--- config.mk ---
export PLATFORM = sky130hd
export DESIGN_NAME = rst_sequencer
export DESIGN_NICKNAME = d
export VERILOG_FILES = /design/src/rtl/rst_sequencer.sv
export SDC_FILE = /design/constraint.sdc
export NUM_CORES = 1
export LEC_CHECK = 0
export CELL_PAD_IN_SITES_DETAIL_PLACEMENT = 0
export CELL_PAD_IN_SITES_GLOBAL_PLACEMENT = 1
export CORE_ASPECT_RATIO = 0.6
export CORE_MARGIN = 2
export CORE_UTILIZATION = 40
export DETAILED_ROUTE_END_ITERATION = 12
export PLACE_DENSITY_LB_ADDON = 0.3
export SLEW_MARGIN = 20
export SYNTH_ARGS = -nofsm -noshare
export SYNTH_HDL_FRONTEND = slang
export SYNTH_SLANG_ARGS = --single-unit
--- constraint.sdc ---
create_clock -name clk_i -period 2.3 [get_ports clk_i]
set_input_delay 0.575 -clock clk_i [delete_from_list [all_inputs] [get_ports clk_i]]
set_output_delay 0.575 -clock clk_i [all_outputs]
set_load 0.05 [all_outputs]
--- src/rtl/rst_sequencer.sv ---
// rst_sequencer: releases downstream domains clock-first then reset, in ascending order,
// and re-resets them all after a quiesce handshake when software asks.
module rst_sequencer #(
  parameter int NUM_DOMAINS     = 3,
  parameter int STAGE_DELAY     = 4,
  parameter int QUIESCE_TIMEOUT = 255
) (
  input  logic                   clk_i,
  input  logic                   rstn_i,
  input  logic                   sw_rst_req_i,
  output logic                   sw_rst_ack_o,
  output logic                   quiesce_req_o,
  input  logic                   quiesce_ack_i,
  output logic [NUM_DOMAINS-1:0] clk_en_o,
  output logic [NUM_DOMAINS-1:0] rstn_o,
  output logic                   done_o,
  output logic                   timeout_o
);
  localparam int KW = NUM_DOMAINS > 1 ? $clog2(NUM_DOMAINS) : 1;
  localparam logic [7:0] DLY = 8'(STAGE_DELAY - 1);
  localparam logic [15:0] QLIM = 16'(QUIESCE_TIMEOUT - 1);
  localparam logic [KW-1:0] KLAST = KW'(NUM_DOMAINS - 1);
  typedef enum logic [2:0] {IDLE_RST, CLK_ON, RST_OFF, RUN, QUIESCE, RST_ON, CLK_OFF} state_e;
  state_e                 state_q;
  logic [7:0]             dly_q;
  logic [15:0]            qcnt_q;
  logic [KW-1:0]          k_q, k_d;
  logic [NUM_DOMAINS-1:0] clk_en_q, rstn_q, mask_k, mask_d;
  logic                   done_q, qreq_q, ack_q, tmo_q;
  assign k_d    = k_q + KW'(1);
  assign mask_k = NUM_DOMAINS'(1) << k_q;
  assign mask_d = NUM_DOMAINS'(1) << k_d;
  // Outputs are set on the transition edge so every one comes straight from a flop.
  always_ff @(posedge clk_i) begin
    if (!rstn_i) begin
      state_q  <= IDLE_RST;
      dly_q    <= '0;
      qcnt_q   <= '0;
      k_q      <= '0;
      clk_en_q <= '0;
      rstn_q   <= '0;
      done_q   <= 1'b0;
      qreq_q   <= 1'b0;
      ack_q    <= 1'b0;
      tmo_q    <= 1'b0;
    end else begin
      ack_q <= 1'b0;
      dly_q <= dly_q - {7'd0, |dly_q};
      case (state_q)
        IDLE_RST: begin
          state_q  <= CLK_ON;
          k_q      <= '0;
          clk_en_q <= clk_en_q | NUM_DOMAINS'(1);
          dly_q    <= DLY;
        end
        CLK_ON: if (dly_q == 8'd0) begin
          state_q <= RST_OFF;
          rstn_q  <= rstn_q | mask_k;
          dly_q   <= DLY;
        end
        RST_OFF: if (dly_q == 8'd0) begin
          if (k_q == KLAST) begin
            state_q <= RUN;
            done_q  <= 1'b1;
          end else begin
            state_q  <= CLK_ON;
            k_q      <= k_d;
            clk_en_q <= clk_en_q | mask_d;
            dly_q    <= DLY;
          end
        end
        RUN: if (sw_rst_req_i) begin
          state_q <= QUIESCE;
          done_q  <= 1'b0;
          qreq_q  <= 1'b1;
          qcnt_q  <= '0;
        end
        QUIESCE: begin
          // An ack arriving on the timeout cycle wins, so the flag is only set for a real stall.
          if (quiesce_ack_i || qcnt_q == QLIM) begin
            state_q <= RST_ON;
            qreq_q  <= 1'b0;
            rstn_q  <= '0;
            dly_q   <= DLY;
            tmo_q   <= tmo_q | ~quiesce_ack_i;
          end else begin
            qcnt_q <= qcnt_q + 16'd1;
          end
        end
        RST_ON: if (dly_q == 8'd0) begin
          state_q  <= CLK_OFF;
          clk_en_q <= '0;
          dly_q    <= DLY;
        end
        CLK_OFF: if (dly_q == 8'd0) begin
          state_q  <= CLK_ON;
          ack_q    <= 1'b1;
          k_q      <= '0;
          clk_en_q <= NUM_DOMAINS'(1);
          dly_q    <= DLY;
        end
        default: state_q <= IDLE_RST;
      endcase
    end
  end
  assign sw_rst_ack_o  = ack_q;
  assign quiesce_req_o = qreq_q;
  assign clk_en_o      = clk_en_q;
  assign rstn_o        = rstn_q;
  assign done_o        = done_q;
  assign timeout_o     = tmo_q;
endmodule

==> results.json <==
{
  "cts_sinks": 39,
  "boundaryPins": 14,
  "hold_viol": 0,
  "synth_fp_nets": 252,
  "endpoint_kind": "flop",
  "post_dp_cell_area_um2": 2360,
  "crit_type": "reg2reg",
  "dp_cells": 323,
  "dr.pass1.iters": 4,
  "antenna_found_initial": 0,
  "layout_setup_ws_ps": 214,
  "hp-start": "timeout_o",
  "grt_pass1_vias": 1595,
  "grt_pass1_wl_um": 8160,
  "drc": 0,
  "cts_tree": "done",
  "fin_crit_ps": 2090,
  "setup_viol": 0,
  "gr-usage-all-layers_pct": 18.1,
  "place.gp.congestion": 0.773,
  "synth_top_area_cell": "dfxtp_1",
  "rr_endpoint": "dly_q[1]",
  "io_buffers": 13,
  "antenna_left": 0,
  "rr_startpoint": "dly_q[1]",
  "clockBufferDepth": 2,
  "clock-skew-final_ps": 6.69,
  "drt-wirelength-per-cell_um": 14.3,
  "slew_violations": 0,
  "drive_above_1_share_pct": 14.0,
  "leakagePower_nw": 0.952,
  "rsz0062_at_grt": "false",
  "tns_ps": 0,
  "status": "finished clean",
  "ir_worst_vdd_v": 0.000480,
  "ys_warn_count": 0,
  "synth.distinct_cells": 50,
  "synthesis.area_um2": 2080,
  "die_y_um": 59.9,
  "place_ws_ps": -18.6,
  "slew_headroom_pct": 66.3,
  "grt_remaining_overflow": 0,
  "cts_hold_buf": 0,
  "start_util_pct": 41.4,
  "vias_per_cell": 5.22,
  "area_growth_pct": 18.5,
  "drv_cap": 0,
  "synth_seq_area_share_pct": 37.5,
  "hold_end": "timeout_o",
  "worst_pin_slew_ps": 504,
  "layoutNonFillerInstCount": 330,
  "antenna_cells": 0,
  "critPathMaxFanout": 3,
  "htreeDepth": 2,
  "ys_async_sr_fraction_pct": 0,
  "cp_data_arrival_time_ps": 2270,
  "rr_worst_depth": 9,
  "synth_seq_cells": 39,
  "num-nets-final": 277,
  "reg2reg_slack_ps": 210,
  "post-dp-hpwl_um": 3480,
  "grt_start_max_net_pins": 18,
  "layout_worst_path_cycle_share_pct": 90.7,
  "num_rows": 20,
  "hold_class": "reg2reg",
  "final_core_util_pct": 49.1,
  "syn_inst": 239,
  "cts_inserted_buffers": 5,
  "syn_avg_cell_area_um2": 8.72,
  "coreArea_um2": 5030,
  "drt_iter0_markers": 107,
  "die_width_um": 97.2,
  "cellPowerDensity_nw_per_um2": 1100,
  "drt-total-wl_um": 4730,
  "yosysTopAreaCellShare_pct": 37.5,
  "finalPower_mw": 2.71,
  "yosys_most_used_dff": "dfxtp_1",
  "die-area_um2": 5820,
  "cts-root-buf": "clkbuf_8",
  "holdWs_ps": 481,
  "vias": 1724,
  "design_area_um2": 2470,
  "synth-edff-count": 0,
  "cp.required_ps": 2490,
  "clk_pin_slew_ps": 70,
  "fmax_mhz": 479,
  "worstHoldPathCells": 1,
  "clkLatencyLatePin_ps": 290,
  "synth.area.top_cells": "dfxtp_1 (37%), nor2_1 (6.3%), ha_1 (5.4%), xnor2_1 (3.8%), xor2_1 (3.8%)",
  "startpoint_type": "flop"
}
[layer usage]
layer  part of all wire (%)  GRT usage [%]  vias up
li1                       -              -      899
met3                    4.7           4.56        7
met2                     36           23.1       31
met4                    1.1           6.04        0
met1                     59           28.6      787
met5                      0              0        -
[worst max path at each step]
stage / start / to / slack, ps / depth (start not counted)
global placement: quiesce_ack_i / qcnt_q[15] / 60 / 6
CTS: dly_q[1] / dly_q[1] / 90 / 9
floorplan: dly_q[4] / dly_q[1] / 140 / 10
finish: dly_q[1] / dly_q[1] / 210 / 9
detailed placement: quiesce_ack_i / qcnt_q[15] / -20 / 6
global route: dly_q[1] / dly_q[1] / 10 / 9
[logic make-up after synthesis]
| logic type | synth area share [%] |
|---|---|
| multiplexers | 1.50 |
| AO/OA/AOI/OAI | 14.4 |
| flip-flops | 37.5 |
| adder cells (fa/ha/maj) | 5.41 |
| buffers and inverters | 4.50 |
| AND/OR/NAND/NOR | 29.2 |
| XOR/XNOR | 7.57 |
[flip-flops by register name, indices dropped and copies added (netlist names)]
name           flops
sw_rst_ack_o       1
timeout_o          1
quiesce_req_o      1
dly_q              8
k_q                2
state_q            3
qcnt_q            16
clk_en_o           3
done_o             1
rstn_o             3
[Yosys cell counts, types with 3 or more instances]
library cell / count
nor2_1: 35
clkbuf_1: 7
o21a_1: 3
nand2_1: 15
o21ai_0: 5
nor2b_1: 7
a21oi_1: 9
nor3_1: 5
nand2b_1: 4
a31oi_1: 6
and3_1: 4
ha_1: 9
nand4_1: 8
xor2_1: 9
and2_1: 3
dfxtp_1: 39
nand3_1: 10
nor4_1: 5
inv_1: 10
xnor2_1: 9
[critical path, stage by stage, from the launching register on]
cell	delay, ps
dfxtp_1	340
nor4_4	320
and2_4	190
inv_2	30
ha_1	190
ha_1	320
a21oi_1	50
a311oi_1	250
a31oi_1	60
o211a_1	220
[layout make-up]
type                       count  area [um2]
clock buffer                   6        82.6
clock inverter                 1        5.00
fill                         480        2560
inverter                      11        41.3
multi-input combinational    178        1230
sequential                    39         781
tap                           66        82.6
timing repair buffer          29         250
[cell usage in the layout (no fill, tap or decap), types with 2 or more instances in the layout]
cell type	count
a21oi_1	9
a31oi_1	6
and2_1	2
and3_1	4
and4b_1	2
buf_4	16
clkbuf_8	6
clkdlybuf4s50_1	13
dfxtp_1	39
ha_1	9
inv_1	10
mux2i_1	2
nand2_1	15
nand2b_1	4
nand3_1	10
nand4_1	8
nor2_1	35
nor2b_1	7
nor3_1	5
nor4_1	4
nor4_4	3
o2111ai_1	2
o211a_1	2
o21a_1	3
o21ai_0	5
o311ai_0	2
xnor2_1	9
xor2_1	9
[repair_timing]
action                                 in CTS  in global routing
endpoints found under the hold margin       0                  0
setup endpoints to repair                   0                  1
buffers inserted                            0                  0
resized for setup                           0                  3
[power breakdown]
part           total (mW)  switching [mW]  internal [mW]
Combinational        1.33           0.706          0.620
Sequential          0.912           0.142          0.770
Clock               0.477           0.241          0.235
No activity file was read; power rests on OpenSTA's default activity.
==> edit 1, RTL diff (config.mk and constraints unchanged) <==
The 7 states of `state_e` get a one-hot encoding in 7 bits.
--- a/src/rtl/rst_sequencer.sv
+++ b/src/rtl/rst_sequencer.sv
@@ -20,7 +20,7 @@
   localparam logic [7:0] DLY = 8'(STAGE_DELAY - 1);
   localparam logic [15:0] QLIM = 16'(QUIESCE_TIMEOUT - 1);
   localparam logic [KW-1:0] KLAST = KW'(NUM_DOMAINS - 1);
-  typedef enum logic [2:0] {IDLE_RST, CLK_ON, RST_OFF, RUN, QUIESCE, RST_ON, CLK_OFF} state_e;
+  typedef enum logic [6:0] {IDLE_RST = 7'b0000001, CLK_ON = 7'b0000010, RST_OFF = 7'b0000100, RUN = 7'b0001000, QUIESCE = 7'b0010000, RST_ON = 7'b0100000, CLK_OFF = 7'b1000000} state_e;
   state_e                 state_q;
   logic [7:0]             dly_q;
   logic [15:0]            qcnt_q;
Formal check against the unedited RTL: no difference found for any inputs over 10 cycles, from zero or initial values and one cycle with rstn_i low; not proved beyond that.
==> edit 1 against the original RTL <==
  * Design area increased by 18%
  * Largest power group unchanged
  * Cell count increased by 21%
  * Synthesized area increased by 12%
  * Synthesized cell count increased by 16%
  * Sequential cell count increased by 4
  * Count of clock-buffer cells in the layout unchanged
  * Setup slack got worse by 0.11 ns
  * Global-route usage increased by 1.8 points
  * Wire length increased by 28%
  * Total power decreased by 12%
  * Critical path type unchanged
  * Clock power increased by 28%
==> edit 1: results (changes against the original RTL) <==
skew final -> 0.00298 ns (was 0.00669 ns)
dominant cells by area after synthesis -> dfxtp_1, a21oi_1, or4_1 (was dfxtp_1, nor2_1, ha_1)
Synth top cells by count -> dfxtp_1, a21oi_1, nor2_1, nand2_1, or4_1 (was dfxtp_1, nor2_1, nand2_1, inv_1, nand3_1)
Max stage delay on crit path -> 0.66 ns (was 0.34 ns)
crit path DAT -> 2.42 ns (was 2.27 ns)
pin count of the biggest net entering global routing -> 33 (was 18)
combinational power -> 0.896 mW (was 1.33 mW)
fraction of area in multi-input gates -> 48.1% (was 49.7%)
non-clock inverter count -> 12 (was 11)
detailed placement HPWL -> 4.47 mm (was 3.48 mm)
reg2reg start -> state_q[6]$_SDFFE_PN0P_ (was dly_q[1]$_SDFF_PN0_)
antenna cell count -> 0 (unchanged)
Regs by FF count -> qcnt_q (16), dly_q (8), state_q (7) (was qcnt_q (16), dly_q (8))
vias in the first global route -> 1940 (was 1595)
sequential fraction of the synthesis area -> 37.0% (was 37.5%)
Sw Ratio -> 34.6% (was 40.1%)
DRT Wirelength -> 6.05 mm (was 4.73 mm)
Post-Syn Nets -> 291 (was 252)
cell family with most CP delay -> simple AND/OR/NAND/NOR gates (was compound AO/OA/AOI/OAI gates)
Fill cells -> 532 (was 480)
comb_multi_in -> 209 (was 178)
fraction of layout cells with a size suffix above 1 -> 16.0% (was 14.0%)
P_seq -> 0.878 mW (was 0.912 mW)
Initial DRC Count -> 193 (was 107)
CTS root buf -> clkbuf_8 (unchanged)
P_leak -> 1.05 nW (was 0.952 nW)
Non-Filler Instances -> 399 (was 330)
Final #Nets -> 332 (was 277)
clk cell area share -> 4.05% (was 3.55%)
Synth async-reset ratio -> 0% (unchanged)
crit path max fanout -> 24 (was 3)
relative slew slack -> 66.3% (about the same)
logic gate share of total power -> 37.6% (was 48.9%)
Total GRT Usage -> 19.9% (was 18.1%)
nonclk buf count -> 47 (was 29)
placed cell count -> 391 (was 323)
Netlist cell types -> 49 (was 50)
Non-clock buffers, area share -> 13.3% (was 10.1%)
Post CTS Setup Buffer Count -> 0 (unchanged)
sequential cell area -> 861 µm² (was 781 µm²)
run status -> completed (unchanged)
post-CTS sizing -> 0 (unchanged)
Clock Latency Late Sink -> 0.29 ns (about the same)
startpoint types -> register (unchanged)
CTS clk-pin slew, worst paths -> 0.08 ns
first-pass GRT wire length -> 10.0 mm (was 8.16 mm)
crit path max-delay cell type -> or4_1 (was dfxtp_1)
YS warnings -> 0 (unchanged)
CTS Sinks -> 43 (was 39)
IR drop worst, VDD -> 0.000480 V (about the same)
Pre-Repair DR Iteration Count -> 4 (unchanged)
vias post-DR -> 2243 (was 1724)
# port buffers -> 13 (unchanged)
Mapped Avg Cell Area -> 8.39 µm² (was 8.72 µm²)
gp weighted congestion -> 0.830 (was 0.773)
beginning of the worst hold path -> clk_en_o[2]$_SDFFE_PN0P_ (was timeout_o$_SDFFE_PN0P_)
edit 1: changes by cell type in the layout (fill, tap and decap cells not counted), moves of 4 or more:
cell and change:
xor2_1 -4, a21oi_1 +18, or4_1 +16, dfxtp_1 +4, nor2_1 -9, o31ai_1 +15
nor2b_1 -7, buf_4 +18, xnor2_1 -5
edit 1: cell families (layout without fill, tap and decap cells):
logic type / Yosys count / after routing / share of synthesized area [%]
fa+ha+maj: 10 / 10 / 5.38
simple gates: 111 / 111 / 26.3
buf+inv: 25 / 67 / 4.52
xor+xnor: 9 / 9 / 3.39
mux: 2 / 2 / 0.861
flops: 43 / 43 / 37.0
compound gates: 77 / 77 / 22.6
edit 1: worst reg2reg max path, delay by kind of cell (launching register included):
family | cells | cell delay (ns)
flip-flops | 1 | 0.34
AO/OA/AOI/OAI | 2 | 0.61
AND/OR/NAND/NOR | 2 | 1.19
edit 1: per-layer routing:
layer / share of wire, % / up-vias / track usage, %
met3: 6.8 / 7 / 4.11
met2: 35 / 60 / 22.3
li1: - / 1134 / -
met5: 0 / - / 0
met1: 57 / 1042 / 35.7
met4: 0.84 / 0 / 4.50
edit 1: final timing paths:
kind / end / slack (ns) / cells after the start
max: qcnt_q[7]$_SDFFE_PN0P_ / 0.10 / 4
min: clk_en_o[2]$_SDFFE_PN0P_ / 0.48 / 2
max reg2reg: qcnt_q[7]$_SDFFE_PN0P_ / 0.10 / 4
min reg2reg: clk_en_o[2]$_SDFFE_PN0P_ / 0.48 / 2
edit 1: per-stage QoR:
stage	setup slack, ns	area (µm²)	TNS [ns]
2_1_floorplan	0.107	2340	0
3_3_place_gp	-0.0657	2770	-0.769
3_5_place_dp	-0.124	2770	-1.23
4_1_cts	0.0776	2890	0
5_1_grt	-0.0425	2910	-0.0425
6_report	0.103	2910	0
==> edit 2, RTL diff (config.mk and constraints unchanged) <==
Without the edit above. `NUM_DOMAINS`: 3 -> 6.
--- a/src/rtl/rst_sequencer.sv
+++ b/src/rtl/rst_sequencer.sv
@@ -1,7 +1,7 @@
 // rst_sequencer: releases downstream domains clock-first then reset, in ascending order,
 // and re-resets them all after a quiesce handshake when software asks.
 module rst_sequencer #(
-  parameter int NUM_DOMAINS     = 3,
+  parameter int NUM_DOMAINS     = 6,
   parameter int STAGE_DELAY     = 4,
   parameter int QUIESCE_TIMEOUT = 255
 ) (
Ports: changed (resized clk_en_o and rstn_o); port bits go from 14 to 20. The function was not compared with the original's and may differ.
==> edit 2 against the original RTL <==
  * Sequential cell count is 7 higher
  * Design area up 13%
  * Count of clock-buffer cells in the layout unchanged
  * Setup slack better by 0.038 ns
  * Die area up 11%
  * Via count up 11%
  * Worst hold slack got worse by 0.035 ns
  * Synthesized area is 11% higher
  * Total power up 12%
  * Wire length is 7.7% higher
  * Global-route usage decreased by 0.97 points
  * Non-clock buffer count rose by 4
  * Fmax increased by 1.9%
==> edit 2: results (changes against the original RTL) <==
Clock Latency Late Sink -> 0.29 ns (about the same)
WHS Endpoint -> quiesce_req_o$_SDFFE_PN0P_ (was timeout_o$_SDFFE_PN0P_)
YS warnings -> 0 (unchanged)
HP Class -> reg -> reg (unchanged)
run status -> completed (unchanged)
R2R Setup Slk -> 0.33 ns (was 0.21 ns)
Synth top cells by count -> dfxtp_1, nor2_1, a21oi_1, nand2_1 (was dfxtp_1, nor2_1, nand2_1, inv_1, nand3_1)
Final #Nets -> 313 (was 277)
beginning of the worst hold path -> quiesce_req_o$_SDFFE_PN0P_ (was timeout_o$_SDFFE_PN0P_)
IR drop worst, VDD -> 0.000715 V (was 0.000480 V)
Netlist cell types -> 51 (was 50)
P_leak -> 1.02 nW (was 0.952 nW)
Post CTS Setup Buffer Count -> 0 (unchanged)
fraction of layout cells with a size suffix above 1 -> 12.0% (was 14.0%)
vias in the first global route -> 1762 (was 1595)
dominant cells by area after synthesis -> dfxtp_1, nor2_1, ha_1 (unchanged)
initial antenna violation count -> 0 (unchanged)
pin count of the biggest net entering global routing -> 16 (was 18)
CTS clk-pin slew, worst paths -> 0.09 ns (was 0.07 ns)
worst hold path depth -> 2 (was 1)
cell family with most CP delay -> buffers and inverters (was compound AO/OA/AOI/OAI gates)
Max stage delay on crit path -> 0.81 ns (was 0.34 ns)
worst slack, placed -> 0.152 ns (was -0.0186 ns)
htree depth -> 2 (unchanged)
reg2reg start -> qcnt_q[0]$_SDFFE_PN0P_ (was dly_q[1]$_SDFF_PN0_)
CTS root buf -> clkbuf_8 (unchanged)
sequential fraction of the synthesis area -> 39.7% (was 37.5%)
skew final -> 0.00446 ns (was 0.00669 ns)
Worst R2R Path Depth -> 8 (was 9)
Initial DRC Count -> 85 (was 107)
TritonCTS Buffers -> 5 (unchanged)
r2r endpoint -> timeout_o$_SDFFE_PN0P_ (was dly_q[1]$_SDFF_PN0_)
gp weighted congestion -> 0.828 (was 0.773)
DRT Wirelength -> 5.10 mm (was 4.73 mm)
Area after DPL -> 2670 µm² (was 2360 µm²)
# port buffers -> 19 (was 13)
post-CTS sizing -> 0 (unchanged)
first-pass GRT wire length -> 8.73 mm (was 8.16 mm)
Post-Syn Nets -> 282 (was 252)
Fill cells -> 537 (was 480)
switching power -> 1.21 mW (was 1.09 mW)
Tightest Pin Transition -> 0.506 ns (was 0.504 ns)
vias post-DR -> 1906 (was 1724)
Total GRT Usage -> 17.2% (was 18.1%)
Final ANT Viol Nets -> 0 (unchanged)
crit path max-delay cell type -> clkdlybuf4s50_1 (was dfxtp_1)
detailed placement HPWL -> 3.85 mm (was 3.48 mm)
[edit 2: cell type report]
cell class | instances | area [µm²] | share of cell area (%)
timing repair buffer | 33 | 295 | 10.6
sequential | 46 | 921 | 33.2
tap | 80 | 100 | 3.60
clock inverter | 2 | 37.5 | 1.35
clock buffer | 6 | 72.6 | 2.61
multi-input combinational | 198 | 1300 | 46.8
inverter | 14 | 52.6 | 1.89
[edit 2: layer usage]
layer	share of wire, %	GRT usage [%]	vias up
met2	36	21.4	47
met5	0	0	-
met1	58	28.5	850
met3	5.7	4.25	2
li1	-	-	1007
met4	0.47	3.50	0
[edit 2: worst max-delay path by stage]
| stage | start | end | slack, ns | cells past startpoint |
|---|---|---|---|---|
| 2_1_floorplan | dly_q[2]$_SDFF_PN0_ | dly_q[0]$_SDFF_PN0_ | 0.27 | 7 |
| 5_1_grt | qcnt_q[0]$_SDFFE_PN0P_ | qcnt_q[11]$_SDFFE_PN0P_ | 0.13 | 7 |
| 6_report | clk_en_o[0]$_SDFFE_PN0P_ | clk_en_o[0] | 0.25 | 1 |
| 3_3_place_gp | quiesce_ack_i | qcnt_q[13]$_SDFFE_PN0P_ | 0.19 | 5 |
| 3_5_place_dp | quiesce_ack_i | qcnt_q[13]$_SDFFE_PN0P_ | 0.15 | 5 |
| 4_1_cts | clk_en_o[0]$_SDFFE_PN0P_ | clk_en_o[0] | 0.23 | 1 |
[edit 2: cells by family (layout without fill, tap and decap cells)]
kind of cell / Yosys count / count (layout) / synth area share (%)
DFF: 46 / 46 / 39.7
AOI/OAI and AO/OA: 51 / 51 / 15.8
xor gates and xnor gates: 18 / 18 / 6.79
buffers and inverters: 23 / 55 / 4.37
muxes: 3 / 3 / 1.29
adders and majority gates: 11 / 11 / 5.93
and+or+nand+nor: 115 / 115 / 26.1
[edit 2: metrics by stage]
stage / cells / hold slack (ns)
2_1_floorplan: 267 / 0.467
3_3_place_gp: 371 / 0.437
3_5_place_dp: 371 / 0.438
4_1_cts: 379 / 0.451
5_1_grt: 379 / 0.489
6_report: 379 / 0.447
[edit 2: power groups by stage]
stage | combinational (mW) | sequential, mW | clock [mW]
final | 1.39 | 1.04 | 0.598
after global routing | 1.56 | 1.06 | 0.652
after CTS | 1.39 | 1.05 | 0.613
after detailed placement | 1.39 | 1.06 | 0
after global placement | 1.38 | 1.06 | 0
after floorplan | 1.00 | 1.11 | 0
